[src/rtl/pipelined_control_sequencer.sv]
// Phase FSM and decoder for the 16-bit CPU: fetch/exec1/exec2/mulwait/halt, register, PC, memory and stack controls.
// Ports: clk, rst_n, instr, instr_valid, eq, jmr_cond in; phase flags, enables, stack controls out. Option macro: STACK_GUARD_EN.
module pipelined_control_sequencer #(
  parameter int MUL_LAT     = 2,
  parameter int STACK_DEPTH = 8,
  parameter int SAW         = $clog2(STACK_DEPTH)
) (
  input  logic           clk,
  input  logic           rst_n,
  input  logic [15:0]    instr,
  input  logic           instr_valid,
  input  logic           eq,
  input  logic           jmr_cond,
  output logic           fe,
  output logic           e1,
  output logic           e2,
  output logic           mul_wait,
  output logic           halted,
  output logic [3:0]     reg_wen,
  output logic           pc_cnten,
  output logic           pc_sload,
  output logic [1:0]     pcmux_sel,
  output logic           data_wren,
  output logic           mul_start,
  output logic           push_en,
  output logic           pop_en,
  output logic [SAW-1:0] stack_addr,
  output logic           stack_full,
  output logic           stack_empty,
  output logic           stack_fault
);

  typedef enum logic [2:0] {
    FETCH, EXEC1, EXEC2, MULW, HALT
  } state_t;

  localparam logic [3:0]   MUL_LAT_M1 = 4'(MUL_LAT - 1);
  localparam logic [SAW:0] DEPTH_C    = (SAW+1)'(STACK_DEPTH);
  localparam logic [SAW:0] ONE_C      = (SAW+1)'(1);

  state_t       state_q, state_d;
  logic [3:0]   mcnt_q, mcnt_d;
  logic [SAW:0] cnt_q, cnt_d;

  logic [4:0] op;
  logic op_stp, op_adr, op_adm, op_adi, op_sbr, op_sbm;
  logic op_sbi, op_mlr, op_xsl, op_xsr, op_bbo, op_stk;
  logic op_ldr, op_sti, op_ldi, op_sta, op_lda;
  logic op_jmr, op_jmp, op_jeq, op_jnq;
  logic two_cyc, push_req, pop_req, push_ok, pop_ok;
  logic pop_pc, guard_trip;
  logic [SAW:0] cnt_m1;
  logic [1:0] dst;
  logic       wr;
  logic       unused;

  assign op     = instr[15:11];
  assign op_stp = (op == 5'b00000);
  assign op_adr = (op == 5'b00001);
  assign op_adm = (op[4:1] == 4'b0001);
  assign op_adi = (op == 5'b00100);
  assign op_sbr = (op == 5'b00101);
  assign op_sbm = (op[4:1] == 4'b0011);
  assign op_sbi = (op == 5'b01000);
  assign op_mlr = (op == 5'b01001);
  assign op_xsl = (op == 5'b01010);
  assign op_xsr = (op == 5'b01011);
  assign op_bbo = (op == 5'b01100);
  assign op_stk = (op == 5'b01101);
  assign op_ldr = (op == 5'b01110);
  assign op_sti = (op == 5'b01111);
  assign op_ldi = (op[4:2] == 3'b100);
  assign op_sta = (op[4:2] == 3'b101);
  assign op_lda = (op[4:2] == 3'b110);
  assign op_jmr = (op == 5'b11100);
  assign op_jmp = (op == 5'b11101);
  assign op_jeq = (op == 5'b11110);
  assign op_jnq = (op == 5'b11111);

  // Operand fields not consumed by this unit.
  assign unused = ^{instr[5:4], instr[1:0]};

  assign fe       = (state_q == FETCH);
  assign e1       = (state_q == EXEC1);
  assign e2       = (state_q == EXEC2);
  assign mul_wait = (state_q == MULW);
  assign halted   = (state_q == HALT);

  assign stack_empty = (cnt_q == '0);
  assign stack_full  = (cnt_q == DEPTH_C);
  assign cnt_m1      = cnt_q - ONE_C;

  assign two_cyc  = op_adm | op_sbm | op_lda | op_ldr;
  assign push_req = e1 & op_stk & ~instr[10];
  assign pop_req  = e1 & op_stk & instr[10];
  assign push_ok  = push_req & ~stack_full;
  assign pop_ok   = pop_req & ~stack_empty;
  assign pop_pc   = instr[9] & ~instr[8] & ~instr[7];

`ifdef STACK_GUARD_EN
  logic fault_q;
  assign guard_trip  = (push_req & stack_full)
                     | (pop_req & stack_empty);
  assign stack_fault = fault_q;

  always_ff @(posedge clk or negedge rst_n) begin
    if (!rst_n) fault_q <= 1'b0;
    else if (guard_trip) fault_q <= 1'b1;
  end
`else
  assign guard_trip  = 1'b0;
  assign stack_fault = 1'b0;
`endif

  assign push_en   = push_ok;
  assign pop_en    = pop_ok;
  assign data_wren = e1 & (op_sta | op_sti);
  assign mul_start = e1 & op_mlr;

  // Reset forces FETCH, but the PC must not advance while held.
  assign pc_cnten = rst_n & (fe | e2 |
    (e1 & ~(op_stp | two_cyc | op_mlr)));

  assign pc_sload = e1 & (op_jmp | (op_jeq & eq) |
    (op_jnq & ~eq) | (op_jmr & jmr_cond) |
    (op_stk & instr[10] & pop_pc & ~stack_empty));

  always_comb begin
    pcmux_sel = 2'b00;
    if (e1 & op_jmr) pcmux_sel = 2'b01;
    else if (e1 & op_stk & instr[10] & pop_pc)
      pcmux_sel = 2'b10;
  end

  always_comb begin
    if (push_ok) stack_addr = cnt_q[SAW-1:0];
    else if (stack_empty) stack_addr = '0;
    else stack_addr = cnt_m1[SAW-1:0];
  end

  always_comb begin
    dst = 2'b00;
    wr  = 1'b0;
    unique case (1'b1)
      e1 & op_ldi: begin
        wr = 1'b1; dst = instr[12:11];
      end
      e1 & (op_adr | op_sbr | op_xsl | op_xsr | op_bbo): begin
        wr = 1'b1; dst = instr[3:2];
      end
      e1 & (op_adi | op_sbi): begin
        wr = 1'b1; dst = instr[10:9];
      end
      pop_ok & ~instr[9]: begin
        wr = 1'b1; dst = instr[7:6];
      end
      e2 & op_lda: begin
        wr = 1'b1; dst = instr[12:11];
      end
      e2 & op_ldr: begin
        wr = 1'b1; dst = instr[10:9];
      end
      e2 & op_mlr: begin
        wr = 1'b1; dst = instr[3:2];
      end
      e2 & (op_adm | op_sbm): begin
        wr = 1'b1; dst = {1'b0, instr[11]};
      end
      default: ;
    endcase
  end

  assign reg_wen = {4{wr}} & (4'b0001 << dst);

  always_comb begin
    cnt_d = cnt_q;
    if (push_ok) cnt_d = cnt_q + ONE_C;
    else if (pop_ok) cnt_d = cnt_m1;
  end

  always_comb begin
    state_d = state_q;
    mcnt_d  = mcnt_q;
    unique case (state_q)
      FETCH: if (instr_valid) state_d = EXEC1;
      EXEC1: begin
        if (op_stp | guard_trip) state_d = HALT;
        else if (two_cyc) state_d = EXEC2;
        else if (op_mlr) begin
          if (MUL_LAT == 1) state_d = EXEC2;
          else begin
            state_d = MULW;
            mcnt_d  = MUL_LAT_M1;
          end
        end
        else state_d = FETCH;
      end
      // Counter loaded with MUL_LAT-1; leave on the last wait cycle.
      MULW: begin
        mcnt_d = mcnt_q - 4'd1;
        if (mcnt_q == 4'd1) state_d = EXEC2;
      end
      EXEC2: state_d = FETCH;
      HALT:  state_d = HALT;
      default: state_d = FETCH;
    endcase
  end

  always_ff @(posedge clk or negedge rst_n) begin
    if (!rst_n) begin
      state_q <= FETCH;
      mcnt_q  <= '0;
      cnt_q   <= '0;
    end else begin
      state_q <= state_d;
      mcnt_q  <= mcnt_d;
      cnt_q   <= cnt_d;
    end
  end

endmodule
[config.mk]
export PLATFORM = sky130hd
export DESIGN_NAME = pipelined_control_sequencer
export DESIGN_NICKNAME = d
export VERILOG_FILES = /design/src/rtl/pipelined_control_sequencer.sv
export SDC_FILE = /design/constraint.sdc
export NUM_CORES = 1
export LEC_CHECK = 0
export BUFFER_PORTS_ARGS = -buffer_cell sky130_fd_sc_hd__buf_2
export CORE_MARGIN = 2
export CORE_UTILIZATION = 45
export CTS_BUF_LIST = sky130_fd_sc_hd__clkbuf_4 sky130_fd_sc_hd__clkbuf_8
export DETAILED_ROUTE_END_ITERATION = 10
export HOLD_SLACK_MARGIN = 0.05
export PLACE_DENSITY = 0.84
export SYNTH_ARGS = -nofsm -noshare
export SYNTH_HDL_FRONTEND = slang
export SYNTH_SLANG_ARGS = --single-unit
[constraint.sdc]
create_clock -name clk -period 3.54 [get_ports clk]
set_clock_uncertainty 0.1 [all_clocks]
set_input_delay 0.177 -clock clk [delete_from_list [all_inputs] [get_ports clk]]
set_output_delay 0.177 -clock clk [all_outputs]
set_load 0.01 [all_outputs]
==> impl_results.rst <==
.. list-table::
   :header-rows: 1

   * - Metric
     - Value
   * - Result of the run
     - finished clean
   * - Sw Share
     - 41.3%
   * - Basic-gate share of the synthesized area counting and, or, nand and nor cells
     - 39.0%
   * - Post-CTS setup buffer count
     - 0
   * - Slew at the pin closest to its max-slew limit
     - 0.703 ns
   * - Standard-cell rows
     - 18
   * - RSZ-0062 raised after global routing
     - no
   * - Clock Latency Late Sink
     - 0.26 ns
   * - Routed WL per cell
     - 12.2 um
   * - Critical path type
     - flip-flop to primary output
   * - Path type of the worst min-delay path
     - input port to async pin
   * - Placer congestion estimate
     - 0.922
   * - First-pass GRT wire length
     - 4.24 mm
   * - Average via count per standard cell
     - 5.58
   * - Number of levels the H-tree was split into
     - 1
   * - Layout overhead on the synthesized area
     - 18.1%
   * - Cell taking the most area after synthesis
     - sky130_fd_sc_hd__dfrtp_1
   * - Count of clock tree sinks
     - 11
   * - Fin area
     - 1390 um2
   * - Leakage power
     - 0.732 nW
   * - Sequential cell area fraction in the yosys report
     - 23.4%
   * - Post-route setup TNS
     - 0 ns
   * - Boundary Pins
     - 44
   * - Maximum vdd ir drop
     - 370 uV
   * - Most common cell after layout, fill and taps aside
     - sky130_fd_sc_hd__buf_2
   * - Cell Area, Placed
     - 1350 um2
   * - Clock transition at path regs
     - 0.07 ns
   * - Design internal power
     - 351 uW
   * - Worst EP arrival
     - 2.61 ns
   * - Clock buffer depth
     - 2
   * - Area share of xor/xnor cells in the synthesized design
     - 5.21%
   * - Number of enable flip-flop cells after synthesis
     - 0
   * - Clk network pwr share
     - 15.4%
   * - PwrDens
     - 430 nW/um2
   * - Critical Path Max Stage Delay
     - 0.63 ns
   * - Cell with the biggest individual delay on the critical path
     - sky130_fd_sc_hd__or4b_4
   * - Cell Count Post-Placement
     - 212
   * - Top-area cell type share of the netlist area
     - 23.4%
   * - Number of global-route vias before repair
     - 1005
   * - Portion of total power attributed to sequential cells
     - 35.5%
   * - Most frequent cells in the layout
     - 38 x sky130_fd_sc_hd__buf_2, 15 x sky130_fd_sc_hd__inv_1, 12 x sky130_fd_sc_hd__nor2_1
   * - Largest cells by area after synthesis
     - sky130_fd_sc_hd__dfrtp_1 23%, sky130_fd_sc_hd__inv_1 4.8%, sky130_fd_sc_hd__ha_1 4.3%
   * - Number of register bits inferred by synthesis
     - 11
   * - Fraction of final layout cells sized beyond drive strength 1
     - 27.8%
   * - Biggest fanout along the worst timing path
     - 12
   * - Post-synthesis compound-gate area fraction
     - 17.5%
   * - DRC marker count from the first detailed-route iteration
     - 34
   * - Final antenna-violating net count
     - 0
   * - Power share of the combinational group
     - 49.2%
   * - Antenna diode instance count
     - 0
   * - TritonCTS Buffers
     - 3
   * - Number of optimization iterations in the first detailed-route pass
     - 4
   * - Largest family of logic cells by synthesized area
     - simple AND/OR/NAND/NOR gates
   * - Gate count after technology mapping
     - 153
   * - DP Wirelength
     - 2.04 mm
   * - Synthesis warning total
     - 0
   * - TritonCTS clock tree
     - done
   * - Worst Setup SP
     - state_q[2]
   * - Post-detailed-route DRC marker count
     - 0
   * - Count of final hold-check violations
     - 0
   * - Post-layout worst setup margin
     - 0.650 ns
   * - Cell Area, Synth
     - 1180 um2
   * - Number of antenna violations at the first check in global routing
     - 0
   * - Floorplan die width
     - 55.2 um
   * - Area of the core
     - 2480 um2
   * - Remaining global-route overflow
     - 0
   * - Pre-CTS worst setup slack
     - 0.957 ns
   * - Final layout net count
     - 213
   * - Initial core utilization
     - 47.5%
   * - Post-route non-filler standard cell count
     - 217
   * - Worst setup SP type
     - flip-flop
   * - Port buffer count
     - 38
   * - Fraction of registers with async set/reset
     - 100%
   * - Total global routing track utilization
     - 18.9%
   * - Final worst path period share
     - 81.6%
   * - Cell-by-cell trace of the critical path
     - or4b_4 > nor3_4 > nor3b_2 > nand2b_1 > a21o_1 > buf_2
   * - Required time reported for the critical path endpoint
     - 3.26 ns
   * - Mux contribution to synthesized area
     - 0.850%
   * - Share of synthesized cell area in full adder, half adder and majority cells
     - 4.25%
   * - Mean cell area of the mapped netlist
     - 7.70 um2
   * - Headroom to the max-slew limit
     - 52.8%
   * - Dominant register cell in the synthesized netlist
     - sky130_fd_sc_hd__dfrtp_1
   * - Final Max Slew Viols
     - 0
   * - Final setup violation count
     - 0
   * - Max-Cap Viols
     - 0
   * - Syn_nets
     - 178
   * - FF-to-FF Start
     - state_q[2]
   * - Post-detailed-routing wire length
     - 2.65 mm
   * - Total power
     - 598 uW
   * - Height of the chip
     - 55.2 um
   * - Root cell of the clock tree
     - sky130_fd_sc_hd__clkbuf_4
   * - Category of the worst setup path capture point
     - primary output
   * - Maximum number of pins on one net before global-route repair
     - 14
   * - Time the final worst path needs with I/O delays and setup
     - 2.89 ns
   * - Fmax achieved
     - 0.346 GHz
   * - Synth cell types
     - 49
   * - Routed via count
     - 1210
   * - Die Outline Area
     - 3040 um2
   * - Switching power total
     - 247 uW
[what timing repair did]
item	CTS	global route
endpoints found under the hold margin	11	0
gates resized for setup	0	0
hold buffers	1	0
[power by group through the flow]
stage	clock [mW]	combinational (mW)	sequential, mW
6_report	0.0920	0.294	0.212
2_1_floorplan	0	0.226	0.191
3_5_place_dp	0	0.295	0.214
3_3_place_gp	0	0.286	0.213
5_1_grt	0.103	0.331	0.219
4_1_cts	0.0956	0.297	0.211
[state kept, by name, summed over array words and instances, names as in the netlist]
register  count
mcnt_q        4
state_q       3
cnt_q         4
[metal layers]
layer / wire (um) / track usage (%)
met1: 1210 / 25.9
met2: 1250 / 31.3
met5: 0 / 0
met3: 188 / 4.03
met4: 3 / 2.44
[through the flow]
stage / hold slack [ns] / utilization, %
CTS: 0.201 / 56.1
global route: 0.234 / 56.1
floorplan: -0.219 / -
detailed placement: -0.0363 / 54.5
finish: 0.209 / 56.1
global placement: -0.0366 / 54.5
[synth_stat cells, types with 3 or more instances]
cell and n:
sky130_fd_sc_hd__nand4_1 3, sky130_fd_sc_hd__xnor2_1 5, sky130_fd_sc_hd__inv_1 15, sky130_fd_sc_hd__clkbuf_1 3, sky130_fd_sc_hd__nand2b_1 6, sky130_fd_sc_hd__nand3_1 4, sky130_fd_sc_hd__a21oi_1 3, sky130_fd_sc_hd__nor2_1 12
sky130_fd_sc_hd__a21o_1 3, sky130_fd_sc_hd__nand2_1 11, sky130_fd_sc_hd__nor4_1 5, sky130_fd_sc_hd__ha_1 4, sky130_fd_sc_hd__o21ai_0 10, sky130_fd_sc_hd__nor2b_1 3, sky130_fd_sc_hd__nor3b_1 3, sky130_fd_sc_hd__nor3_1 8
sky130_fd_sc_hd__dfrtp_1 11
[final cells by class]
type                       instances  area (um2)
fill                             245        1090
multi-input combinational        118         791
sequential                        11         275
timing repair buffer              39         200
inverter                          15        56.3
tap                               30        37.5
clock buffer                       4        30.0
[kinds of logic after synthesis]
| family | after synthesis |
|---|---|
| fa+ha+maj | 4 |
| compound gates | 30 |
| mux | 1 |
| other cells | 1 |
| flops | 11 |
| xor+xnor | 7 |
| simple gates | 75 |
| buf+inv | 24 |
[worst max-delay path, delay by kind of cell (launching register included)]
family / cells / cell delay, ns
AO/OA/AOI/OAI: 1 / 0.11
buffers and inverters: 1 / 0.12
flip-flops: 1 / 0.51
AND/OR/NAND/NOR: 4 / 1.62
[worst paths after layout]
kind | endpoint | cells after the start | slack [ns]
setup / recovery | stack_addr[2] | 6 | 0.65
max in group asynchronous | cnt_q[0] | 2 | 2.92
setup reg to reg | cnt_q[1] | 6 | 0.96
hold / removal | mcnt_q[2] | 2 | 0.21
min in group clk | state_q[0] | 4 | 0.21
hold reg to reg | mcnt_q[3] | 1 | 0.40
Note: power is estimated with default switching activity, not from simulation.
